<file path="src/rtl/booth_pkg.sv">
// Shared types and constants for the radix-2 Booth multiplier controller.
package booth_pkg;

    typedef enum logic [1:0] {
        IDLE = 2'd0,
        RUN  = 2'd1,
        DONE = 2'd2
    } state_t;

    localparam int ALU_W = 16;

    localparam logic ALU_CTRL_SUB = 1'b0;
    localparam logic ALU_CTRL_ADD = 1'b1;

    // Booth pair codes, {Q[0], Q-1}
    localparam logic [1:0] PAIR_HOLD0 = 2'b00;
    localparam logic [1:0] PAIR_ADD   = 2'b01;
    localparam logic [1:0] PAIR_SUB   = 2'b10;
    localparam logic [1:0] PAIR_HOLD1 = 2'b11;

    // ALU control for a Booth pair; the hold pairs drive add (result unused)
    function automatic logic alu_ctrl_for(input logic [1:0] pair);
        return (pair == PAIR_SUB) ? ALU_CTRL_SUB : ALU_CTRL_ADD;
    endfunction

endpackage

</file>
<file path="src/rtl/booth_controller_alu.sv">
// Shared 16-bit add/subtract ALU: control=1 adds, control=0 subtracts.
module ALU (
    input  logic [15:0] in1,
    input  logic [15:0] in2,
    input  logic        control,
    output logic [15:0] result
);

    // Purely combinational add/sub
    always_comb begin
        result = control ? (in1 + in2) : (in1 - in2);
    end

endmodule

</file>
<file path="src/rtl/booth_controller.sv">
// Sequential radix-2 Booth multiplier controller driving the shared ALU.
module booth_controller
    import booth_pkg::*;
#(
    parameter int N = 8
) (
    input  logic           clk,
    input  logic           rst_n,
    input  logic           start,
    input  logic [N-1:0]   multiplicand,
    input  logic [N-1:0]   multiplier,
    output logic           busy,
    output logic           done,
    output logic [2*N-1:0] product
);

    localparam int CW = $clog2(N + 1);

    state_t          state;
    state_t          state_next;
    logic [N:0]      a;
    logic [N-1:0]    q;
    logic [N-1:0]    m;
    logic            q_m1;
    logic [CW-1:0]   count;

    logic [1:0]       pair;
    logic             alu_ctrl;
    logic [ALU_W-1:0] alu_in1;
    logic [ALU_W-1:0] alu_in2;
    logic [ALU_W-1:0] alu_result;
    logic [ALU_W-1:0] alu_unused;
    logic [N:0]       a_new;
    logic             accept;
    logic             last_iter;

    assign pair      = {q[0], q_m1};
    assign alu_ctrl  = alu_ctrl_for(pair);
    assign alu_in1   = ALU_W'(signed'(a));
    assign alu_in2   = ALU_W'(signed'(m));
    // Only result[N:0] forms the new accumulator
    assign alu_unused = alu_result;
    assign accept    = (state == IDLE) && start;
    assign last_iter = (state == RUN) && (count == CW'(1));

    ALU u_alu (
        .in1     (alu_in1),
        .in2     (alu_in2),
        .control (alu_ctrl),
        .result  (alu_result)
    );

    // Accumulator update: keep ALU result for add/sub pairs, else hold A
    always_comb begin
        a_new = a;
        if (pair == PAIR_ADD || pair == PAIR_SUB) begin
            a_new = alu_result[N:0];
        end
    end

    // State register
    always_ff @(posedge clk) begin
        if (!rst_n) begin
            state <= IDLE;
        end else begin
            state <= state_next;
        end
    end

    // Next-state logic
    always_comb begin
        state_next = state;
        case (state)
            IDLE:    if (start) state_next = RUN;
            RUN:     if (last_iter) state_next = DONE;
            DONE:    state_next = IDLE;
            default: state_next = IDLE;
        endcase
    end

    // Outputs decoded from state
    always_comb begin
        busy = (state != IDLE);
    end

    // Datapath: capture on accept, add/sub plus arithmetic shift per iteration
    always_ff @(posedge clk) begin
        if (!rst_n) begin
            a       <= '0;
            q       <= '0;
            m       <= '0;
            q_m1    <= 1'b0;
            count   <= '0;
            product <= '0;
            done    <= 1'b0;
        end else begin
            done <= last_iter;
            if (accept) begin
                a     <= '0;
                q     <= multiplier;
                q_m1  <= 1'b0;
                m     <= multiplicand;
                count <= CW'(N);
            end else if (state == RUN) begin
                a     <= {a_new[N], a_new[N:1]};
                q     <= {a_new[0], q[N-1:1]};
                q_m1  <= q[0];
                count <= count - CW'(1);
                // {A[N-1:0], Q} after the shift equals {A_new, Q[N-1:1]}
                if (last_iter) begin
                    product <= {a_new, q[N-1:1]};
                end
            end
        end
    end

endmodule

</file>
<file path="config.mk">
export PLATFORM = sky130hd
export DESIGN_NAME = booth_controller
export DESIGN_NICKNAME = d
export VERILOG_FILES = /design/src/rtl/booth_pkg.sv /design/src/rtl/booth_controller_alu.sv /design/src/rtl/booth_controller.sv
export SDC_FILE = /design/constraint.sdc
export NUM_CORES = 1
export LEC_CHECK = 0
export CAP_MARGIN = 20
export CORE_MARGIN = 2
export CORE_UTILIZATION = 41
export CTS_CLUSTER_SIZE = 16
export DETAILED_ROUTE_END_ITERATION = 7
export MAX_ROUTING_LAYER = met4
export PLACE_DENSITY_LB_ADDON = 0.1
export SLEW_MARGIN = 20
export SYNTH_ARGS = -nofsm -noshare
export SYNTH_HDL_FRONTEND = slang
export SYNTH_SLANG_ARGS = --single-unit
</file>
<file path="constraint.sdc">
create_clock -name clk -period 4.07 [get_ports clk]
set_clock_uncertainty 0.05 [all_clocks]
set_input_delay 0.407 -clock clk [delete_from_list [all_inputs] [get_ports clk]]
set_output_delay 0.407 -clock clk [all_outputs]
set_load 0.03 [all_outputs]
</file>
### Yosys cells after proc, flatten, opt, wreduce, memory -nomap -nowiden

Index checks and enable logic that the tools add are counted.
W data, S select, Z words.

| word-level totals | value |
|---|---|
| register bits | 48 |
| bits of input ports | 19 |

| cells by class | value |
|---|---|
| $add $sub $neg | 3 |
| eq/ne operators | 6 |
| multiplexer cells | 9 |
| bitwise gates (word level) | 2 |
| reductions and logical operators | 9 |

Operator list:

| operator | number |
|---|---|
| $mux W9 | 2 |
| $mux W8 | 2 |
| $add A8 B8 Y9 | 1 |
| $sub A8 B8 Y9 | 1 |
| $mux W4 | 2 |
| $eq A2 B1 Y1 const B | 2 |
| $eq A4 B1 Y1 const B | 1 |
| $mux W2 | 2 |
| $ne A2 B2 Y1 const B | 2 |
| $pmux W2 S2 | 1 |
| $reduce_bool A2 Y1 | 2 |
| $sub A4 B1 Y4 const B | 1 |
| $reduce_and A3 Y1 | 1 |
| $eq A2 B2 Y1 const B | 1 |
| $logic_and A1 B1 Y1 | 2 |
| $logic_not A2 Y1 | 1 |
| $not A1 Y1 | 2 |
| $reduce_and A2 Y1 | 1 |
| $reduce_or A2 Y1 | 1 |
| $logic_or A1 B1 Y1 | 1 |

### Logic depth before layout (Yosys ltp)

Gate-level depths: netlist of run 1.

| logic depth | value |
|---|---|
| depth after elaboration | 5 |
| mapped depth | 13 |

### By module

From an unflattened synthesis of run 1, not the netlist that was laid out.

| unflattened totals | value |
|---|---|
| cell total of the unflattened synthesis | 359 |
| area total of the unflattened synthesis | 3180.6 um^2 |

Modules (own cells, without submodules):

| module | times used | cells an instance | area each (um^2) | sequential area each (um^2) |
|---|---|---|---|---|
| booth_controller | 1 | 209 | 2104.5 | 960.9 |
| ALU | 1 | 150 | 1076.0 | 0.0 |

### Worst setup path after synthesis of run 1

OpenSTA, ideal clock, no wires.

| timing path | value |
|---|---|
| path type | flip-flop to flip-flop |
| start point | register m[2] |
| end point | register, netlist name a[7] |
| setup time | 0.116 ns |
| arrival | 2.228 ns |
| required time | 3.904 ns |
| slack | 1.676 ns |
| cell stages (with the launch flop) | 12 |
| cell sequence | dfxtp_1 nor2_2 nor4b_2 nor2_1 xnor2_1 ha_1 a21o_1 a31o_1 a21oi_1 xnor2_1 a31oi_1 a41o_1 |

| between the ends | value |
|---|---|
| word-level cells in the longest chain between the ends | 3 |

RTL lines:

| item | RTL line | text |
|---|---|---|
| start: declaration | booth_controller.sv:23 | `logic [N-1:0] m;` |
| start signal: assignment | booth_controller.sv:102 | `m <= multiplicand;` |
| $add A8 B8 Y9 or $sub A8 B8 Y9 (tied branches) | booth_controller_alu.sv:11 | `result = control ? (in1 + in2) : (in1 - in2);` |
| $mux W9 * | booth_controller_alu.sv:11 |  |
| $mux W9 * | booth_controller.sv:56 | `if (pair == PAIR_ADD \|\| pair == PAIR_SUB) begin` |

Mark *: on every way between the ends. The rest lies on a longest branch, timed or not.
A chain may end at the register's enable or synchronous reset.

### Worst setup path in the final report of run 1

| timing path | value |
|---|---|
| start point | register m[2] |
| end point | register, netlist name a[7] |

| between the ends | value |
|---|---|
| word-level cells in the longest chain between the ends | 3 |

RTL lines:

| item | RTL line |
|---|---|
| $add A8 B8 Y9 or $sub A8 B8 Y9 (tied branches) | booth_controller_alu.sv:11 |
| $mux W9 * | booth_controller_alu.sv:11 |
| $mux W9 * | booth_controller.sv:56 |

Marked as above.

==> impl_metrics.py, run 1 <==
metrics = {
    "yosys": {
        "synthDistinctLibCells": 46,
        "synth_seq_cells": 48,
        "synth_async_sr_flop_share": 0,
        "syn_area_um2": 2360,
        "yosysSeqAreaShare": 0.406,
        "synthTopCellsByArea": "dfxtp_1 41%, nand2_1 8.1%, a21oi_1 7.0%, ha_1 6.3%, xnor2_1 5.2%",
        "synth_top_area_share": 0.406,
        "yosys.area.top_type": "dfxtp_1",
        "synth_edf_count": 0,
        "ys.warnings.count": 0,
        "synth_nets": 320,
        "syn_area_per_cell_um2": 8.21,
        "syn_inst": 288,
        "ys.flop_type": "dfxtp_1",
    },
    "worst_setup_path": {
        "rr_startpoint": "m[2]",
        "cp-start-kind": "flop",
        "r2r.worst_path.cells": 11,
        "reg2reg_slack_ps": 1360,
        "cp.required_ps": 4220,
        "cp-end-kind": "flop",
        "crit_type": "flop to flop",
        "crit_fanout": 6,
        "arrival_ps": 2860,
        "reg2reg_to": "a[7]",
    },
    "floorplanning": {
        "die_w_um": 79.9,
        "start_util": 0.427,
        "ios": 37,
        "core_um2": 5540,
        "num_rows": 27,
        "dieArea_um2": 6390,
        "die_h_um": 79.9,
    },
    "detailed_routing": {
        "routed_wirelength_um": 5470,
        "wl_per_cell_um": 14.1,
        "drt_pass1_iterations": 4,
        "vias": 2025,
        "first_iter_violations": 89,
        "drc": 0,
        "via_per_inst": 5.21,
        "ant_nets": 0,
    },
    "global_route": {
        "grt_pass1_wl_um": 9200,
        "gr-usage-met1": 0.255,
        "antenna_found_initial": 0,
        "grt_usage": 0.188,
        "overflow": 0,
        "met3_usage": 0.0339,
        "grt-busiest-layer": "met2",
        "grt_pass1_vias": 1962,
        "grt_max_degree": 34,
        "use_met2": 0.289,
    },
    "sta": {
        "fin_setup_tns_ps": 0,
        "period_share": 0.667,
        "fin_crit_ps": 2710,
        "rsz0062_at_grt": "false",
        "slew_headroom": 0.341,
        "worst_pin_slew_ps": 982,
        "hold_viol": 0,
        "final_max_slew_viol_count": 0,
        "fmax_ghz": 0.369,
        "finalSetupViolCount": 0,
    },
    "cells_and_area": {
        "multi_input_area_um2": 1290,
        "nets": 348,
        "antennaDiodeCount": 0,
        "fin_util": 0.514,
        "stdcell_area_um2": 2850,
        "area_delta_synth_final_pct": 20.5,
        "drive_gt1_frac": 0.0536,
        "mostFrequentLayoutCells": "51 x nand2_1, 48 x dfxtp_1, 36 x clkdlybuf4s50_1",
        "register_area_um2": 961,
        "nFillCells": 555,
        "final_common_cell": "nand2_1",
    },
    "power": {
        "power_mw": 1.09,
        "peakVddDrop_mv": 0.172,
        "power_density_nw_per_um2": 384,
        "leakage_nw": 1.04,
    },
    "min_path": {
        "min_from": "product[2]",
        "min_to": "product[2]",
        "hp-class": "flop to flop",
        "hold_depth": 2,
    },
    "outcome": {
        "outcome": "complete, no violations",
    },
    "cts": {
        "cts_tree": "built",
        "clk_pin_slew_ps": 90,
        "cts_buffer_depth": 2,
        "numClockSinks": 48,
        "cts_root_buffer": "clkbuf_8",
        "cts.repair.resized": 0,
        "cts_buffers": 5,
        "insertion_delay_ps": 300,
        "post_cts_buffers": 0,
        "htreeDepth": 2,
        "ctsHoldBuffers": 0,
    },
    "place": {
        "dpl_cell_area_um2": 2750,
        "hpwlAfterDp_um": 3810,
        "portBuffers": 36,
        "gp_congestion": 0.767,
    },
    "flow_run": {
        "drv_cap": 0,
    },
}
worst max-delay path by stage:
stage | endpoint | cells past startpoint | slack [ps] | from
after floorplan | a[7] | 11 | 1680 | m[2]
after global placement | a[7] | 11 | 1400 | m[2]
after detailed placement | a[7] | 11 | 1380 | m[2]
after CTS | a[7] | 11 | 1360 | m[2]
after global routing | a[7] | 11 | 1200 | m[2]
final | a[7] | 11 | 1360 | m[2]
logic make-up (layout without fill, tap and decap cells):
kind of cell,Yosys count,after routing,share of synthesized area
simple gates,105,105,0.198
flops,48,48,0.406
fa+ha+maj,13,13,0.0720
mux,5,5,0.0217
compound gates,75,75,0.198
xor+xnor,15,15,0.0556
buf+inv,27,56,0.0476
flip-flops by register name, summed over array words and instances, names as in the netlist:
signal	count
q_m1	1
product	16
state	2
a	8
count	4
m	8
q	8
done	1
stage by stage:
step	cells	worst slack, ps	hold WS [ps]
floorplan	288	1680	386
detailed placement	381	1380	400
CTS	389	1360	415
global placement	381	1400	396
global route	389	1200	444
finish	389	1360	410
critical path: stages (launching register included):
cell and delay [ps]:
dfxtp_1 360, nor2_2 160, nor4b_2 280, nor2_1 90, xnor2_1 150, ha_1 350
a21o_1 200, a31o_1 210, a21oi_1 150, xnor2_1 240, a31oi_1 140, a41o_1 220
where the power goes:
| group | internal [mW] | switching (mW) |
|---|---|---|
| logic | 0.121 | 0.156 |
| clock network | 0.139 | 0.164 |
| registers | 0.492 | 0.0211 |
| total | 0.753 | 0.341 |
synthesized netlist by cell type, types with 2 or more instances:
cell / count
and2_1: 2
dfxtp_1: 48
buf_2: 6
xnor2_1: 14
a211oi_1: 8
buf_1: 2
o21ai_1: 5
mux2i_1: 4
nand2_1: 51
nand2b_1: 3
o31ai_1: 2
a22oi_1: 7
nor3_1: 4
a21oi_1: 33
o21a_1: 2
a21o_1: 2
inv_1: 10
nor2_1: 30
o21ai_0: 4
a31oi_1: 5
nor2b_1: 2
clkbuf_1: 7
nand3_1: 3
ha_1: 12
routing by layer:
metal,wire (um),up-vias
li1,-,1052
met1,2790,938
met2,2450,28
met3,165,7
met4,67,0
met5,0,-
area by class of cell:
type / instances / share of cell area
Timing Repair Buffer: 37 / 0.129
Multi-Input combinational cell: 213 / 0.454
Clock inverter: 2 / 0.00483
Tap cell: 72 / 0.0316
Sequential cell: 48 / 0.337
Inverter: 11 / 0.0145
Clock buffer: 6 / 0.0290
Power figures use the tool's default switching activity.
==> inputs of run 2 (changes only) <==
Clock period 4.07 ns to 2.2 ns, I/O delays scaled along.
==> run 2 against run 1 <==
Against the previous run: the run now ends with setup timing left; final area increased by 23%; non-clock buffer count up 46; sequential share of layout area shrank 6.0 points; first-iteration DRC count decreased by 20%; combinational power grew to 3.4 times the previous value; die area unchanged; largest power group unchanged.
==> impl_metrics.py, run 2 (synthesized netlist as in run 1, its figures left out) <==
metrics = {
    "cts": {
        "insertion_delay_ps": 300,
        "cts_tree": "built",
        "cts_buffer_depth": 2,
        "cts_root_buffer": "clkbuf_8",
        "cts_buffers": 5,
        "numClockSinks": 48,
        "htreeDepth": 2,
        "ctsHoldBuffers": 0,
        "clk_pin_slew_ps": 90,
    },
    "place": {
        "dpl_cell_area_um2": 3050,
        "gp_congestion": 0.836,
        "portBuffers": 36,
        "dp_slack_ps": -324,
        "hpwlAfterDp_um": 4220,
    },
    "detailed_routing": {
        "routed_wirelength_um": 6190,
        "ant_nets": 0,
        "first_iter_violations": 71,
        "drt_pass1_iterations": 4,
        "wl_per_cell_um": 14.2,
        "vias": 2247,
        "drc": 0,
        "via_per_inst": 5.17,
    },
    "cells_and_area": {
        "mostFrequentLayoutCells": "50 x nand2_1, 42 x dfxtp_1, 38 x buf_4",
        "stdcell_area_um2": 3510,
        "final_common_cell": "nand2_1",
        "top_register": "product",
        "drive_gt1_frac": 0.289,
        "nets": 394,
        "area_delta_synth_final_pct": 48.4,
        "largest_reg_flops": 16,
        "antennaDiodeCount": 0,
    },
    "worst_setup_path": {
        "path_cells": "nor4b_4 -> nor2_2 -> xnor2_1 -> ha_2 -> a21o_1 -> a31o_1 -> a21oi_2 -> xnor2_2 -> a31oi_1 -> a41o_1",
        "cp_slowest_cell": "dfxtp_4",
        "cp.required_ps": 2350,
        "crit_fanout": 4,
        "critPathTopFamily": "compound AO/OA/AOI/OAI gates",
        "arrival_ps": 2620,
        "path_buf_inv": 0,
        "worstSetupPathDepth": 10,
        "rr_startpoint": "m[0]",
        "max_stage_delay_ps": 380,
        "r2r.worst_path.cells": 10,
        "cp-end-kind": "flop",
        "cp-start-kind": "flop",
        "worstSetupStartpoint": "m[0]",
        "crit_type": "flop to flop",
    },
    "min_path": {
        "hp-class": "primary input to flop",
        "hold_depth": 3,
        "min_from": "multiplicand[3]",
    },
    "outcome": {
        "outcome": "finished, violations left",
        "violations": "setup timing",
    },
    "power": {
        "power_mw": 2.42,
        "power_density_nw_per_um2": 689,
        "leakage_nw": 1.34,
        "peakVddDrop_mv": 0.393,
    },
    "floorplanning": {
        "start_util": 0.427,
        "die_h_um": 79.9,
        "ios": 37,
        "num_rows": 27,
        "die_w_um": 79.9,
        "dieArea_um2": 6390,
        "core_um2": 5540,
    },
    "sta": {
        "fin_hold_ws_ps": 409,
        "final_max_slew_viol_count": 0,
        "rsz0062_at_grt": "true",
        "fin_ws_ps": -274,
        "fin_setup_tns_ps": -1420,
        "period_share": 1.12,
        "worst_pin_slew_ps": 447,
        "slew_headroom": 0.699,
        "finalSetupViolCount": 8,
        "hold_viol": 0,
        "fmax_ghz": 0.404,
        "fin_crit_ps": 2470,
    },
    "global_route": {
        "grt_usage": 0.210,
        "grt_max_degree": 34,
        "overflow": 0,
        "grt_pass1_vias": 2220,
        "antenna_found_initial": 0,
        "grt_pass1_wl_um": 10300,
    },
    "flow_run": {
        "drv_cap": 0,
    },
}
## run 2: worst reg2reg max path, cell delays in order, from the launching register on
cell,delay (ps)
dfxtp_4,380
nor4b_4,360
nor2_2,80
xnor2_1,180
ha_2,310
a21o_1,190
a31o_1,190
a21oi_2,140
xnor2_2,170
a31oi_1,130
a41o_1,210
## run 2: metrics by stage
| step | utilization | instances |
|---|---|---|
| after floorplan | - | 288 |
| after global placement | 0.550 | 412 |
| after detailed placement | 0.550 | 412 |
| after CTS | 0.599 | 427 |
| after global routing | 0.633 | 435 |
| final | 0.633 | 435 |
## run 2: worst paths after layout
path                endpoint  slack [ps]
setup / recovery        a[7]        -270
hold reg to reg   product[5]         410
setup reg to reg        a[7]        -270
hold / removal          m[3]         410
## run 2: power by group
group          switching [mW]  internal (mW)
clock network           0.302          0.228
logic                   0.444          0.494
registers              0.0398          0.911
total                   0.785           1.63
## run 2: what timing repair did
item,CTS,global route
gates resized for setup,32,22
pin swaps,29,32
endpoints found under the setup margin,14,14
setup buffers,7,8
## run 2: final cells by class
type	instances	area, um^2
Clock buffer	6	72.6
Clock inverter	2	15.0
Fill cell	500	2030
Inverter	11	43.8
Multi-Input combinational cell	213	1560
Sequential cell	48	973
Tap cell	72	90.1
Timing Repair Buffer	83	756
## run 2: metal layers
metal  GRT usage  wire, um
met1       0.266      2930
met2       0.346      3070
met3      0.0362       143
met4      0.0559        57
met5           -         0
